--- config.mk ---
export PLATFORM = sky130hd
export DESIGN_NAME = hazard_ctrl_flat
export DESIGN_NICKNAME = d
export VERILOG_FILES = /design/src/rtl/hazard_ctrl_pkg.sv /design/src/rtl/hazard_ctrl_if.sv /design/src/rtl/dff.sv /design/src/rtl/hazard_ctrl_sb_entry.sv /design/src/rtl/hazard_ctrl.sv /design/src/flat_wrapper.sv
export SDC_FILE = /design/constraint.sdc
export NUM_CORES = 1
export LEC_CHECK = 0
export BUFFER_PORTS_ARGS = -buffer_cell sky130_fd_sc_hd__clkbuf_2
export CAP_MARGIN = 40
export CELL_PAD_IN_SITES_DETAIL_PLACEMENT = 1
export CELL_PAD_IN_SITES_GLOBAL_PLACEMENT = 1
export CORE_UTILIZATION = 39
export DETAILED_ROUTE_END_ITERATION = 8
export GPL_TIMING_DRIVEN = 0
export PLACE_DENSITY_LB_ADDON = 0.1
export SETUP_SLACK_MARGIN = 0.02
export SYNTH_ARGS = -nofsm -noshare
export SYNTH_HDL_FRONTEND = slang
export SYNTH_SLANG_ARGS = --single-unit
--- constraint.sdc ---
create_clock -name clk -period 2.41 [get_ports clk]
set_input_delay 0.723 -clock clk [delete_from_list [all_inputs] [get_ports clk]]
set_output_delay 0.723 -clock clk [all_outputs]
set_load 0.02 [all_outputs]
--- src/rtl/hazard_ctrl_pkg.sv ---
// rtl/hazard_ctrl_pkg.sv - shared pipeline types and constants for the hazard controller
package hazard_ctrl_pkg;

   localparam int REG_W    = 3;
   localparam int SB_DEPTH = 2;
   localparam int CNT_W    = 16;

   typedef enum logic [1:0] {
      ST_RUN   = 2'b00,
      ST_STALL = 2'b01,
      ST_HALT  = 2'b10
   } hz_state_e;

   typedef struct packed {
      logic             vld;
      logic [REG_W-1:0] rnum;
   } sb_entry_t;

   localparam int SB_ENTRY_W = $bits(sb_entry_t);

   function automatic logic [CNT_W-1:0] sat_inc(input logic [CNT_W-1:0] v);
      return (&v) ? v : v + 1'b1;
   endfunction

endpackage

--- src/rtl/hazard_ctrl_if.sv ---
// rtl/hazard_ctrl_if.sv - decode/execute hazard bundle between pipeline and hazard controller
interface hazard_ctrl_if;
   import hazard_ctrl_pkg::*;

   logic             srcAValidD;
   logic [REG_W-1:0] srcAD;
   logic             srcBValidD;
   logic [REG_W-1:0] srcBD;
   logic             regWrtD;
   logic [REG_W-1:0] wrtRegD;
   logic             haltD;
   logic             brchTakenX;
   logic             stallF;
   logic             stallD;
   logic             bubbleX;
   logic             flushD;
   logic             halted;
   logic [CNT_W-1:0] stallCnt;

   modport master (
      output srcAValidD, srcAD, srcBValidD, srcBD, regWrtD, wrtRegD, haltD, brchTakenX,
      input  stallF, stallD, bubbleX, flushD, halted, stallCnt
   );

   modport slave (
      input  srcAValidD, srcAD, srcBValidD, srcBD, regWrtD, wrtRegD, haltD, brchTakenX,
      output stallF, stallD, bubbleX, flushD, halted, stallCnt
   );

endinterface

--- src/rtl/dff.sv ---
// rtl/dff.sv - team flop cell: W-bit register, asynchronous active-high reset to RST_VAL
module dff #(
   parameter int           W       = 1,
   parameter logic [W-1:0] RST_VAL = '0
) (
   input  logic         clk,
   input  logic         rst,
   input  logic [W-1:0] d_i,
   output logic [W-1:0] q_o
);

   logic [W-1:0] q_q;

   // capture next value every edge, reset immediately on rst
   always_ff @(posedge clk or posedge rst) begin
      if (rst) q_q <= RST_VAL;
      else     q_q <= d_i;
   end

   assign q_o = q_q;

endmodule

--- src/rtl/hazard_ctrl_sb_entry.sv ---
// rtl/hazard_ctrl_sb_entry.sv - one scoreboard entry {valid, reg} with bubble clear and source compare
module hz_sb_entry
   import hazard_ctrl_pkg::*;
(
   input  logic             clk,
   input  logic             rst,
   input  logic             clr_i,
   input  sb_entry_t        ent_i,
   input  logic [REG_W-1:0] src_a_i,
   input  logic [REG_W-1:0] src_b_i,
   output sb_entry_t        ent_o,
   output logic             match_a_o,
   output logic             match_b_o
);

   sb_entry_t             ent_d;
   logic [SB_ENTRY_W-1:0] ent_q;

   // a bubble loads an invalid entry instead of the incoming instruction
   always_comb begin
      ent_d = ent_i;
      if (clr_i) ent_d = '0;
   end

   dff #(.W(SB_ENTRY_W)) u_ent_q (
      .clk (clk),
      .rst (rst),
      .d_i (ent_d),
      .q_o (ent_q)
   );

   assign ent_o     = sb_entry_t'(ent_q);
   assign match_a_o = ent_o.vld && (ent_o.rnum == src_a_i);
   assign match_b_o = ent_o.vld && (ent_o.rnum == src_b_i);

endmodule

--- src/rtl/hazard_ctrl.sv ---
// rtl/hazard_ctrl.sv - in-order pipeline hazard controller: RAW stall, branch flush, HALT freeze
module hazard_ctrl
   import hazard_ctrl_pkg::*;
(
   input  logic           clk,
   input  logic           rst,
   hazard_ctrl_if.slave   hz
);

   hz_state_e        state_d;
   logic [1:0]       state_q;
   logic             hazard;
   logic             stall_f;
   logic             stall_d;
   logic             bubble_x;
   logic             flush_d;
   logic             halted;
   logic [CNT_W-1:0] cnt_d;
   logic [CNT_W-1:0] cnt_q;

   sb_entry_t          ent_d   [SB_DEPTH];
   sb_entry_t          ent_q   [SB_DEPTH];
   logic [SB_DEPTH-1:0] clr;
   logic [SB_DEPTH-1:0] match_a;
   logic [SB_DEPTH-1:0] match_b;

   // entry 0 is the X stage, entry i+1 receives entry i (X -> M)
   for (genvar i = 0; i < SB_DEPTH; i++) begin : g_sb
      if (i == 0) begin : g_x
         assign ent_d[i] = '{vld: hz.regWrtD, rnum: hz.wrtRegD};
         assign clr[i]   = bubble_x;
      end else begin : g_older
         assign ent_d[i] = ent_q[i-1];
         assign clr[i]   = 1'b0;
      end

      hz_sb_entry u_ent (
         .clk       (clk),
         .rst       (rst),
         .clr_i     (clr[i]),
         .ent_i     (ent_d[i]),
         .src_a_i   (hz.srcAD),
         .src_b_i   (hz.srcBD),
         .ent_o     (ent_q[i]),
         .match_a_o (match_a[i]),
         .match_b_o (match_b[i])
      );
   end

   // RAW hazard: a read source matches any in-flight writer; R0 is not special
   assign hazard = (hz.srcAValidD && (|match_a)) || (hz.srcBValidD && (|match_b));

   dff #(.W(2), .RST_VAL(ST_RUN)) u_state_q (
      .clk (clk),
      .rst (rst),
      .d_i (state_d),
      .q_o (state_q)
   );

   // next state: HALT absorbs, then branch, then halt-without-hazard, then hazard
   always_comb begin
      state_d = ST_RUN;
      if (state_q == ST_HALT)          state_d = ST_HALT;
      else if (hz.brchTakenX)          state_d = ST_RUN;
      else if (hz.haltD && !hazard)    state_d = ST_HALT;
      else if (hazard)                 state_d = ST_STALL;
      else                             state_d = ST_RUN;
   end

   // pipeline controls, same cycle as the inputs; wrong-path flush beats any stall
   always_comb begin
      stall_f  = 1'b0;
      stall_d  = 1'b0;
      bubble_x = 1'b0;
      flush_d  = 1'b0;
      halted   = 1'b0;
      if (state_q == ST_HALT) begin
         stall_f  = 1'b1;
         stall_d  = 1'b1;
         bubble_x = 1'b1;
         halted   = 1'b1;
      end else if (hz.brchTakenX) begin
         flush_d  = 1'b1;
         bubble_x = 1'b1;
      end else if (hazard) begin
         stall_f  = 1'b1;
         stall_d  = 1'b1;
         bubble_x = 1'b1;
      end
   end

   // stall cycles counted outside HALT, saturating
   always_comb begin
      cnt_d = cnt_q;
      if (stall_d && (state_q != ST_HALT)) cnt_d = sat_inc(cnt_q);
   end

   dff #(.W(CNT_W)) u_cnt_q (
      .clk (clk),
      .rst (rst),
      .d_i (cnt_d),
      .q_o (cnt_q)
   );

   assign hz.stallF   = stall_f;
   assign hz.stallD   = stall_d;
   assign hz.bubbleX  = bubble_x;
   assign hz.flushD   = flush_d;
   assign hz.halted   = halted;
   assign hz.stallCnt = cnt_q;

endmodule

--- src/flat_wrapper.sv ---
// flat-port wrapper written by rule: the top's interface ports become plain ports
module hazard_ctrl_flat import hazard_ctrl_pkg::*;
  (clk, rst, hz_srcAValidD, hz_srcAD, hz_srcBValidD, hz_srcBD, hz_regWrtD, hz_wrtRegD, hz_haltD, hz_brchTakenX, hz_stallF, hz_stallD, hz_bubbleX, hz_flushD, hz_halted, hz_stallCnt);
  hazard_ctrl_if hz_i ();
  input  logic clk;
  input  logic rst;
  input wire logic [$bits(hz_i.srcAValidD)-1:0] hz_srcAValidD;
  input wire logic [$bits(hz_i.srcAD)-1:0] hz_srcAD;
  input wire logic [$bits(hz_i.srcBValidD)-1:0] hz_srcBValidD;
  input wire logic [$bits(hz_i.srcBD)-1:0] hz_srcBD;
  input wire logic [$bits(hz_i.regWrtD)-1:0] hz_regWrtD;
  input wire logic [$bits(hz_i.wrtRegD)-1:0] hz_wrtRegD;
  input wire logic [$bits(hz_i.haltD)-1:0] hz_haltD;
  input wire logic [$bits(hz_i.brchTakenX)-1:0] hz_brchTakenX;
  output wire logic [$bits(hz_i.stallF)-1:0] hz_stallF;
  output wire logic [$bits(hz_i.stallD)-1:0] hz_stallD;
  output wire logic [$bits(hz_i.bubbleX)-1:0] hz_bubbleX;
  output wire logic [$bits(hz_i.flushD)-1:0] hz_flushD;
  output wire logic [$bits(hz_i.halted)-1:0] hz_halted;
  output wire logic [$bits(hz_i.stallCnt)-1:0] hz_stallCnt;
  assign hz_i.srcAValidD = hz_srcAValidD;
  assign hz_i.srcAD = hz_srcAD;
  assign hz_i.srcBValidD = hz_srcBValidD;
  assign hz_i.srcBD = hz_srcBD;
  assign hz_i.regWrtD = hz_regWrtD;
  assign hz_i.wrtRegD = hz_wrtRegD;
  assign hz_i.haltD = hz_haltD;
  assign hz_i.brchTakenX = hz_brchTakenX;
  assign hz_stallF = hz_i.stallF;
  assign hz_stallD = hz_i.stallD;
  assign hz_bubbleX = hz_i.bubbleX;
  assign hz_flushD = hz_i.flushD;
  assign hz_halted = hz_i.halted;
  assign hz_stallCnt = hz_i.stallCnt;
  hazard_ctrl u_core (.clk(clk), .rst(rst), .hz(hz_i));
endmodule
==> summary.txt, run 1 <==
Run status
  • Status: complete, but fails checks
  • Violated checks: negative setup slack

Die
  • Initial Util: 41.6%
  • IO Pins: 37
  • Chip width: 59.3 µm
  • Core footprint: 3080 µm²
  • Die Area: 3520 µm²
  • # rows: 20
  • Die height: 59.3 µm

Synthesis
  • Synth Cell Area: 1280 µm²
  • Post-Synthesis Cells: 116
  • Area leader, netlist: dfrtp_1
  • Distinct cells, synth: 29
  • Ys flop type: dfrtp_1
  • Post-synth EDFFs: 0
  • Async SR Flop Fraction: 100%
  • Syn_area_per_cell: 11.0 µm²
  • Post-synth top area share: 50.8%
  • #FFs+latches synth: 26
  • Largest cells by area after synthesis: dfrtp_1 51%, xnor2_1 9.6%, xor2_1 7.5%
  • Yosys warns: 0
  • Net Count, Synth: 133
  • Post-synthesis sequential area ratio: 50.8%

Drt
  • DR WL/cell: 16.8 µm
  • Initial DRC count: 33
  • Final wirelength: 3530 µm
  • Post-DR vias/cell: 5.27
  • Routed Antenna Nets: 0
  • DRC Markers: 0
  • Initial DRT Pass Iterations: 4
  • DR vias: 1,106

Timing
  • Worst Skew: 10.8 ps
  • Slew Viols, Final: 0
  • Peak Freq: 383 MHz
  • Relative slew slack: 68.3%
  • Fin worst setup slack: -199 ps
  • RSZ-0062 raised after global routing: yes
  • Slew at the pin closest to its max-slew limit: 475 ps
  • Final Hold Fails: 0
  • Tcrit/Tclk final: 108%
  • Final hold slack: 382 ps
  • Fin crit period: 2610 ps
  • Final setup violation count: 3

Job
  • Max_cap viols: 0

CTS
  • Worst-path clk slew: 140 ps
  • Number of buffers created by CTS: 3
  • Htree depth: 1
  • Buffer depth of the longest clock path: 2
  • # hold bufs at CTS: 0
  • TritonCTS clock tree: built
  • Clock root cell: clkbuf_4
  • Clk_lat worst skew: 330 ps
  • Clock Sinks: 26

Pwr
  • Clk network pwr share: 37.9%
  • Net switching power figure: 0.159 mW
  • P per Cell Area: 425 nW/µm²
  • Cell internal pwr: 0.635 mW
  • Power Total: 0.795 mW
  • Combinational power share: 7.2%
  • Part of the power in registers: 54.9%
  • Peak VDD IR: 0.304 mV
  • Switch share: 20.0%
  • Pleak: 0.927 nW

Place
  • Placed wire-length estimate: 2110 µm
  • PortBufs: 36
  • GPL Wtd Cong: 0.738

Cells and area
  • Layout cell share with drive strength beyond 1: 45.2%
  • Antenna cells: 0
  • Nets@finish: 184
  • Fillers: 338
  • Area delta synth->final: 45.8%
  • Finished Core Util: 60.7%

Global route
  • GR Util All Layers: 20.3%
  • Grt ovf: 0
  • First-pass GRT wire length: 5150 µm
  • Vias in the first global route: 1,086
  • Largest net degree at the start of global routing: 18
  • Initial antenna violation count: 0

Setup path
  • Critical path endpoint category: output pin
  • R2R depth: 9
  • Critical path type: input port to output pin
  • R2r startpoint: u_core.g_sb[1].u_ent.u_ent_q.q_o[2]
  • R2r setup slk: 50 ps
  • Startpoint Class: input port
  • Crit path required time: 1690 ps
  • Crit path max fanout: 3
  • Reg2reg end: u_core.u_cnt_q.q_o[8]
  • Critical Path AT: 1890 ps

Min path
  • Hold crit path type: input port to asynchronous set/reset pin
[power groups by stage]
stage / sequential, mW / clock (mW) / combinational (mW)
floorplan: 0.445 / 0 / 0.0189
detailed placement: 0.445 / 0 / 0.0451
finish: 0.436 / 0.301 / 0.0572
global route: 0.436 / 0.322 / 0.0614
global placement: 0.445 / 0 / 0.0383
CTS: 0.436 / 0.304 / 0.0512
[timing repair]
action | in CTS | in global routing
setup endpoints to repair | 3 | 4
gates cloned | 0 | 0
pin swaps | 8 | 12
endpoints found under the hold margin | 0 | 0
gates resized for setup | 13 | 23
buffers inserted | 5 | 4
[logic make-up after synthesis]
group / count (synthesis) / share of synthesized area, %
muxes: 2 / 1.76
buffers and inverters: 7 / 2.34
adders and majority gates: 1 / 0.976
DFF: 26 / 50.8
and+or+nand+nor: 45 / 20.3
AOI/OAI and AO/OA: 10 / 6.74
xor gates and xnor gates: 25 / 17.1
[per-layer routing]
layer  routed length (µm)  GRT usage [%]  share of wire (%)
met3                  101           2.62                2.9
met1                 1450           26.6                 41
met4                   65           8.84                1.8
met2                 1910           33.7                 54
met5                    0              0                  0
[cells in the final DEF (no fill, tap or decap), drive strengths merged]
cell type	count
mux2	2
o211ai	2
nor2	8
nand3	4
nor4	6
buf	17
nor4b	1
and4bb	1
dfrtp	26
a41o	1
bufinv	1
nand4	7
nand2	7
nand2b	1
ha	1
xor2	11
o31ai	2
nand3b	1
or4	1
inv	6
a21boi	2
clkbuf	33
o21ai	3
xnor2	14
and3	1
nor3	2
and2	5
[worst max path at each step]
stage | start | end | slack, ps | cells after the start
6_report | hz_srcAD[2] | hz_stallF | -200 | 8
5_1_grt | hz_srcBD[2] | hz_bubbleX | -270 | 8
4_1_cts | u_core.g_sb[0].u_ent.u_ent_q.q_o[1] | hz_bubbleX | -160 | 7
3_5_place_dp | hz_srcAD[1] | hz_stallF | -300 | 8
3_3_place_gp | hz_srcAD[0] | hz_bubbleX | -250 | 7
2_1_floorplan | hz_srcAD[2] | hz_stallF | 20 | 6
[flip-flops by register name, summed over array words and instances (netlist names)]
name / cells
u_core.g_sb.u_ent.u_ent_q.q_o: 8
u_core.u_cnt_q.q_o: 16
u_core.u_state_q.q_o: 2
[worst max-delay path: stages]
cell	delay, ps
clkbuf_2	110
xnor2_1	190
nand4_1	190
a21boi_4	270
nor2_4	60
o21ai_4	140
buf_6	110
buf_8	100
[cell usage after synthesis (all sizes together), types with 2 or more instances]
library cell and number:
dfrtp 26, xnor2 14, xor2 11, nor2 8, nand2 7, nand4 7, inv 6, nor4 6
and2 5, nand3 4, o21ai 3, a21boi 2, mux2 2, nor3 2, o211ai 2, o31ai 2
[layout make-up]
cell class | count | area [µm²] | share of cell area (%)
inverter | 6 | 22.5 | 1.21
multi-input combinational | 83 | 748 | 40.1
buffer | 1 | 11.3 | 0.603
sequential | 26 | 654 | 35.0
clock buffer | 3 | 22.5 | 1.21
tap | 44 | 55.1 | 2.95
clock inverter | 1 | 30.0 | 1.61
timing repair buffer | 46 | 324 | 17.3
[metrics by stage]
| step | setup slack [ps] | cell area [µm²] | instances | TNS, ps |
|---|---|---|---|---|
| 6_report | -199 | 1870 | 210 | -485 |
| 3_5_place_dp | -303 | 1590 | 197 | -922 |
| 3_3_place_gp | -248 | 1560 | 196 | -663 |
| 4_1_cts | -164 | 1760 | 206 | -447 |
| 2_1_floorplan | 20.8 | 1330 | 116 | 0 |
| 5_1_grt | -274 | 1870 | 210 | -730 |
Note: power is estimated with default switching activity, not from simulation.
==> run 2, diff against run 1 <==
--- a/config.mk
+++ b/config.mk
@@ -8,3 +8,3 @@
 export BUFFER_PORTS_ARGS = -buffer_cell sky130_fd_sc_hd__clkbuf_2
-export CAP_MARGIN = 40
+export CAP_MARGIN = 10
 export CELL_PAD_IN_SITES_DETAIL_PLACEMENT = 1
==> constraint.sdc (replaced) <==
create_clock -name clk -period 2.41 [get_ports clk]
set_input_delay 0.241 -clock clk [delete_from_list [all_inputs] [get_ports clk]]
set_output_delay 0.241 -clock clk [all_outputs]
set_load 0.02 [all_outputs]
==> summary.txt, run 2 (synthesized netlist as in run 1, its figures left out) <==
Setup path
  • Critical path endpoint category: register (was output pin)
  • Critical path type: register to register (was input port to output pin)
  • R2r startpoint: u_core.u_cnt_q.q_o[0] (was u_core.g_sb[1].u_ent.u_ent_q.q_o[2])
  • Reg2reg end: u_core.u_cnt_q.q_o[1] (was u_core.u_cnt_q.q_o[8])
  • Crit path required time: 2620 ps (was 1690 ps)
  • Startpoint Class: register (was input port)
  • R2r setup slk: 230 ps (was 50 ps)
  • Critical Path AT: 2400 ps (was 1890 ps)
  • Crit path max fanout: 8 (was 3)
  • R2R depth: 6 (was 9)

Drt
  • Post-DR vias/cell: 5.07 (was 5.27)
  • DR vias: 1,019 (was 1,106)
  • DRC Markers: 0 (unchanged)
  • DR WL/cell: 14.4 µm (was 16.8 µm)
  • Routed Antenna Nets: 0 (unchanged)
  • Final wirelength: 2890 µm (was 3530 µm)
  • Initial DRC count: 17 (was 33)
  • Initial DRT Pass Iterations: 4 (unchanged)

Timing
  • Final Hold Fails: 0 (unchanged)
  • Relative slew slack: 35.7% (was 68.3%)
  • Slew at the pin closest to its max-slew limit: 963 ps (was 475 ps)
  • RSZ-0062 raised after global routing: no (was yes)
  • Fin crit period: 2180 ps (was 2610 ps)
  • Tcrit/Tclk final: 90.5% (was 108%)
  • Final setup violation count: 0 (was 3)
  • Slew Viols, Final: 0 (unchanged)
  • Worst Skew: 4.68 ps (was 10.8 ps)
  • Final TNS setup: 0 ps (was -485 ps)
  • Peak Freq: 459 MHz (was 383 MHz)

Global route
  • Largest net degree at the start of global routing: 27 (was 18)
  • Grt ovf: 0 (unchanged)
  • Vias in the first global route: 1,048 (was 1,086)
  • First-pass GRT wire length: 4800 µm (was 5150 µm)
  • Initial antenna violation count: 0 (unchanged)
  • GR Util All Layers: 18.4% (was 20.3%)

Die
  • Die height: 59.3 µm (unchanged)
  • Core footprint: 3080 µm² (unchanged)
  • Initial Util: 41.6% (unchanged)
  • Chip width: 59.3 µm (unchanged)
  • IO Pins: 37 (unchanged)
  • # rows: 20 (unchanged)
  • Die Area: 3520 µm² (unchanged)

Cells and area
  • Antenna cells: 0 (unchanged)
  • Non-Filler Instances: 201 (was 210)
  • Layout cell share with drive strength beyond 1: 31.8% (was 45.2%)
  • Nets@finish: 176 (was 184)
  • Max reg flops: 16 (unchanged)
  • Commonest non-fill, non-tap cell in the layout: clkbuf_2 (unchanged)
  • Seq. cell area: 651 µm² (was 654 µm²)
  • Commonest non-fill, non-tap cells in the layout: 36 x clkbuf_2, 26 x dfrtp_1, 14 x xnor2_1 (was 30 x clkbuf_2, 23 x dfrtp_1, 11 x xor2_1)
  • Area delta synth->final: 21.3% (was 45.8%)
  • Fillers: 369 (was 338)
  • Finished Core Util: 50.5% (was 60.7%)
  • Area of the multi-input gates: 601 µm² (was 748 µm²)

Place
  • GPL Wtd Cong: 0.730 (was 0.738)
  • Placed wire-length estimate: 2200 µm (was 2110 µm)
  • PortBufs: 36 (unchanged)
  • Placed Cells incl. Taps: 196 (was 197)

Pwr
  • Peak VDD IR: 0.215 mV (was 0.304 mV)
  • Pleak: 0.773 nW (was 0.927 nW)
  • Switch share: 21.7% (was 20.0%)
  • Cell internal pwr: 0.511 mW (was 0.635 mW)
  • Net switching power figure: 0.142 mW (was 0.159 mW)
  • Clk network pwr share: 27.8% (was 37.9%)
  • Combinational power share: 5.4% (was 7.2%)
  • Part of the power in registers: 66.8% (was 54.9%)
  • P per Cell Area: 420 nW/µm² (was 425 nW/µm²)

CTS
  • Worst-path clk slew: 130 ps (was 140 ps)
  • Number of buffers created by CTS: 3 (unchanged)
  • Buffer depth of the longest clock path: 2 (unchanged)
  • Clock Sinks: 26 (unchanged)
  • TritonCTS clock tree: built (unchanged)
  • Clock root cell: clkbuf_4 (unchanged)
  • Clk_lat worst skew: 320 ps (was 330 ps)
  • Htree depth: 1 (unchanged)

Run status
  • Status: finished, final reports clean (was complete, but fails checks)

Job
  • Max_cap viols: 0 (unchanged)

Min path
  • Hold crit path type: input port to asynchronous set/reset pin (unchanged)
-- run 2: cell types whose count changed in the layout (fill, tap and decap cells not counted), sizes merged --
cell / change
bufinv: -1
clkbuf: +6
buf: -14
-- run 2: what timing repair did --
action,in CTS,in global routing
buffers inserted,0,2
endpoints found under the setup margin,0,1
resized for setup,0,1
hold buffers,0,0
-- run 2: stage by stage --
stage | setup slack [ps] | cell area, µm² | power [mW] | hold WS (ps)
2_1_floorplan | 414 | 1280 | 0.461 | 281
3_3_place_gp | 263 | 1520 | 0.480 | 392
6_report | 230 | 1550 | 0.653 | 100
5_1_grt | 44.9 | 1550 | 0.686 | 119
4_1_cts | 89.1 | 1540 | 0.666 | 112
3_5_place_dp | 246 | 1520 | 0.481 | 388
-- run 2: metal layers --
metal  vias to the layer above  track usage (%)  wire [µm]
met5                         -                0          0
met4                         0             8.16         52
met3                         5             1.97        101
met2                        25             30.8       1460
met1                       499             23.9       1270
li1                        490                -          -
-- run 2: worst max-delay path, stage by stage (launching register included) --
cell	delay (ps)
dfrtp_1	450
ha_1	220
nand4_1	340
nor2_1	350
nand2_1	120
o211ai_2	210
mux2_2	400
-- run 2: how the worst max path moves through the flow --
| stage | startpoint | to | slack, ps | cells after the start |
|---|---|---|---|---|
| after floorplan | u_core.g_sb[0].u_ent.u_ent_q.q_o[1] | hz_stallF | 410 | 6 |
| after CTS | u_core.g_sb[1].u_ent.u_ent_q.q_o[2] | hz_stallF | 90 | 7 |
| after detailed placement | u_core.u_cnt_q.q_o[0] | u_core.u_cnt_q.q_o[1] | 250 | 6 |
| after global placement | u_core.u_cnt_q.q_o[0] | u_core.u_cnt_q.q_o[1] | 260 | 6 |
| after global routing | u_core.g_sb[1].u_ent.u_ent_q.q_o[2] | hz_bubbleX | 40 | 6 |
| final | u_core.u_cnt_q.q_o[0] | u_core.u_cnt_q.q_o[1] | 230 | 6 |
-- run 2: layout make-up --
type / count / share of cell area [%]
clock buffers: 3 / 1.45
inverters: 6 / 1.45
repair buffers: 38 / 12.6
flip-flops and latches: 26 / 41.9
multi-input cells: 83 / 38.6
plain buffers: 1 / 0.483
well taps: 44 / 3.54
-- run 2: power by group through the flow --
stage                     Clock, mW  Sequential (mW)  Combinational [mW]
after floorplan                   0            0.445              0.0168
after global placement            0            0.445              0.0351
final                         0.181            0.436              0.0351
after global routing          0.209            0.436              0.0406
after CTS                     0.193            0.436              0.0367
after detailed placement          0            0.445              0.0365
==> run 3, diff against run 2 <==
CORE_MARGIN = 2   (was not set)
==> summary.txt, run 3 (synthesized netlist as in run 1, its figures left out) <==
Run status
  • Status: finished, final reports clean (unchanged)

Timing
  • Worst Skew: 9.55 ps (was 4.68 ps)
  • Relative slew slack: 36.0% (was 35.7%)
  • Final TNS setup: 0 ps (unchanged)
  • Slew Viols, Final: 0 (unchanged)
  • Final Hold Fails: 0 (unchanged)
  • Peak Freq: 458 MHz (was 459 MHz)
  • RSZ-0062 raised after global routing: no (unchanged)
  • Final setup violation count: 0 (unchanged)
  • Tcrit/Tclk final: 90.7% (was 90.5%)
  • Fin crit period: 2190 ps (was 2180 ps)
  • Slew at the pin closest to its max-slew limit: 959 ps (was 963 ps)

Drt
  • Final wirelength: 2730 µm (was 2890 µm)
  • DR WL/cell: 13.6 µm (was 14.4 µm)
  • DR vias: 991 (was 1,019)
  • Metal3 WL: 85 µm (was 101 µm)
  • Routed Antenna Nets: 0 (unchanged)
  • Max Used Layer: met4 (unchanged)
  • Initial DRT Pass Iterations: 2 (was 4)
  • DRC Markers: 0 (unchanged)
  • M1 WL: 1210 µm (was 1270 µm)
  • Initial DRC count: 6 (was 17)
  • Met2 routed WL: 1410 µm (was 1460 µm)
  • Post-DR vias/cell: 4.96 (was 5.07)

Global route
  • Largest net degree at the start of global routing: 27 (unchanged)
  • Grt ovf: 0 (unchanged)
  • Vias in the first global route: 1,022 (was 1,048)
  • Initial antenna violation count: 0 (unchanged)
  • First-pass GRT wire length: 4630 µm (was 4800 µm)
  • GR Util All Layers: 16.7% (was 18.4%)

Cells and area
  • Antenna cells: 0 (unchanged)
  • Layout cell share with drive strength beyond 1: 31.4% (was 31.8%)
  • Area of the multi-input gates: 601 µm² (unchanged)
  • Area delta synth->final: 21.2% (was 21.3%)
  • Nets@finish: 174 (was 176)
  • Seq. cell area: 651 µm² (unchanged)
  • Commonest non-fill, non-tap cell in the layout: clkbuf_2 (unchanged)
  • Finished Core Util: 50.4% (was 50.5%)
  • Commonest non-fill, non-tap cells in the layout: 36 x clkbuf_2, 26 x dfrtp_1, 14 x xnor2_1 (unchanged)
  • Fillers: 372 (was 369)
  • Max reg flops: 16 (unchanged)

CTS
  • Buffer depth of the longest clock path: 2 (unchanged)
  • Clk_lat worst skew: 320 ps (about the same)
  • Worst-path clk slew: 140 ps (was 130 ps)
  • Htree depth: 1 (unchanged)
  • Setup Fix Bufs, Post-CTS: 0 (unchanged)
  • TritonCTS clock tree: built (unchanged)
  • Clock root cell: clkbuf_4 (unchanged)
  • Clock Sinks: 26 (unchanged)
  • # hold bufs at CTS: 0 (unchanged)
  • # resized after CTS: 0 (unchanged)
  • Number of buffers created by CTS: 3 (unchanged)

Job
  • Max_cap viols: 0 (unchanged)

Setup path
  • Critical path type: register to output pin (was register to register)
  • Crit path required time: 2170 ps (was 2620 ps)
  • Startpoint Class: register (unchanged)
  • Critical path endpoint category: output pin (was register)
  • Crit path max fanout: 4 (was 8)
  • Critical Path AT: 1940 ps (was 2400 ps)

Place
  • PortBufs: 36 (unchanged)
  • GPL Wtd Cong: 0.726 (was 0.730)
  • Placed wire-length estimate: 2150 µm (was 2200 µm)

Die
  • Die Area: 3760 µm² (was 3520 µm²)
  • Initial Util: 41.6% (unchanged)
  • # rows: 20 (unchanged)
  • IO Pins: 37 (unchanged)
  • Core footprint: 3080 µm² (unchanged)
  • Die height: 61.3 µm (was 59.3 µm)
  • Chip width: 61.3 µm (was 59.3 µm)

Pwr
  • P per Cell Area: 445 nW/µm² (was 420 nW/µm²)
  • Peak VDD IR: 0.214 mV (was 0.215 mV)
  • Pleak: 0.769 nW (was 0.773 nW)

Min path
  • Hold crit path type: input port to asynchronous set/reset pin (unchanged)
run 3: through the flow:
step           hold WS [ps]  instances  instance area, µm²  total power, mW  setup WS (ps)
5_1_grt                 104        200                1550            0.726           35.1
4_1_cts                 121        200                1550            0.702            207
2_1_floorplan           281        116                1280            0.461            414
6_report               89.2        200                1550            0.690            225
3_3_place_gp            394        196                1520            0.480            265
3_5_place_dp            399        196                1520            0.481            255
run 3: where the power goes:
group	total, mW	leakage (nW)	switching (mW)	internal [mW]
logic	0.0344	0.395	0.0181	0.0163
clock network	0.220	0.0210	0.127	0.0924
registers	0.436	0.353	0	0.436
run 3: final timing paths:
check	startpoint	endpoint	cells after the start	slack (ps)
min reg2reg	u_core.g_sb[0].u_ent.u_ent_q.q_o[3]	u_core.g_sb[1].u_ent.u_ent_q.q_o[3]	0	420
max in group asynchronous	rst	u_core.u_cnt_q.q_o[0]	2	1730
min in group clk	hz_wrtRegD[1]	u_core.g_sb[0].u_ent.u_ent_q.q_o[1]	2	130
max	u_core.g_sb[0].u_ent.u_ent_q.q_o[2]	hz_stallF	7	220
max reg2reg	u_core.u_cnt_q.q_o[0]	u_core.u_cnt_q.q_o[1]	6	240
min	rst	u_core.u_cnt_q.q_o[15]	2	90
run 3: critical path, cell delays in order (launching register included):
cell      delay (ps)
dfrtp_1          440
xnor2_1          180
nand4_1          130
a21boi_2         290
nor2_1            90
o21ai_0          210
buf_4            140
clkbuf_2         150
run 3: area by class of cell:
| cell class | instances | area share (%) |
|---|---|---|
| buffer | 1 | 0.483 |
| clock buffer | 4 | 2.34 |
| inverter | 6 | 1.45 |
| multi-input combinational | 83 | 38.7 |
| sequential | 26 | 41.9 |
| tap | 44 | 3.55 |
| timing repair buffer | 36 | 11.6 |
run 3: layer usage:
layer / vias up / GRT usage, %
li1: 481 / -
met1: 488 / 21.7
met2: 18 / 29.2
met3: 4 / 1.89
met4: 0 / 4.66
met5: - / 0
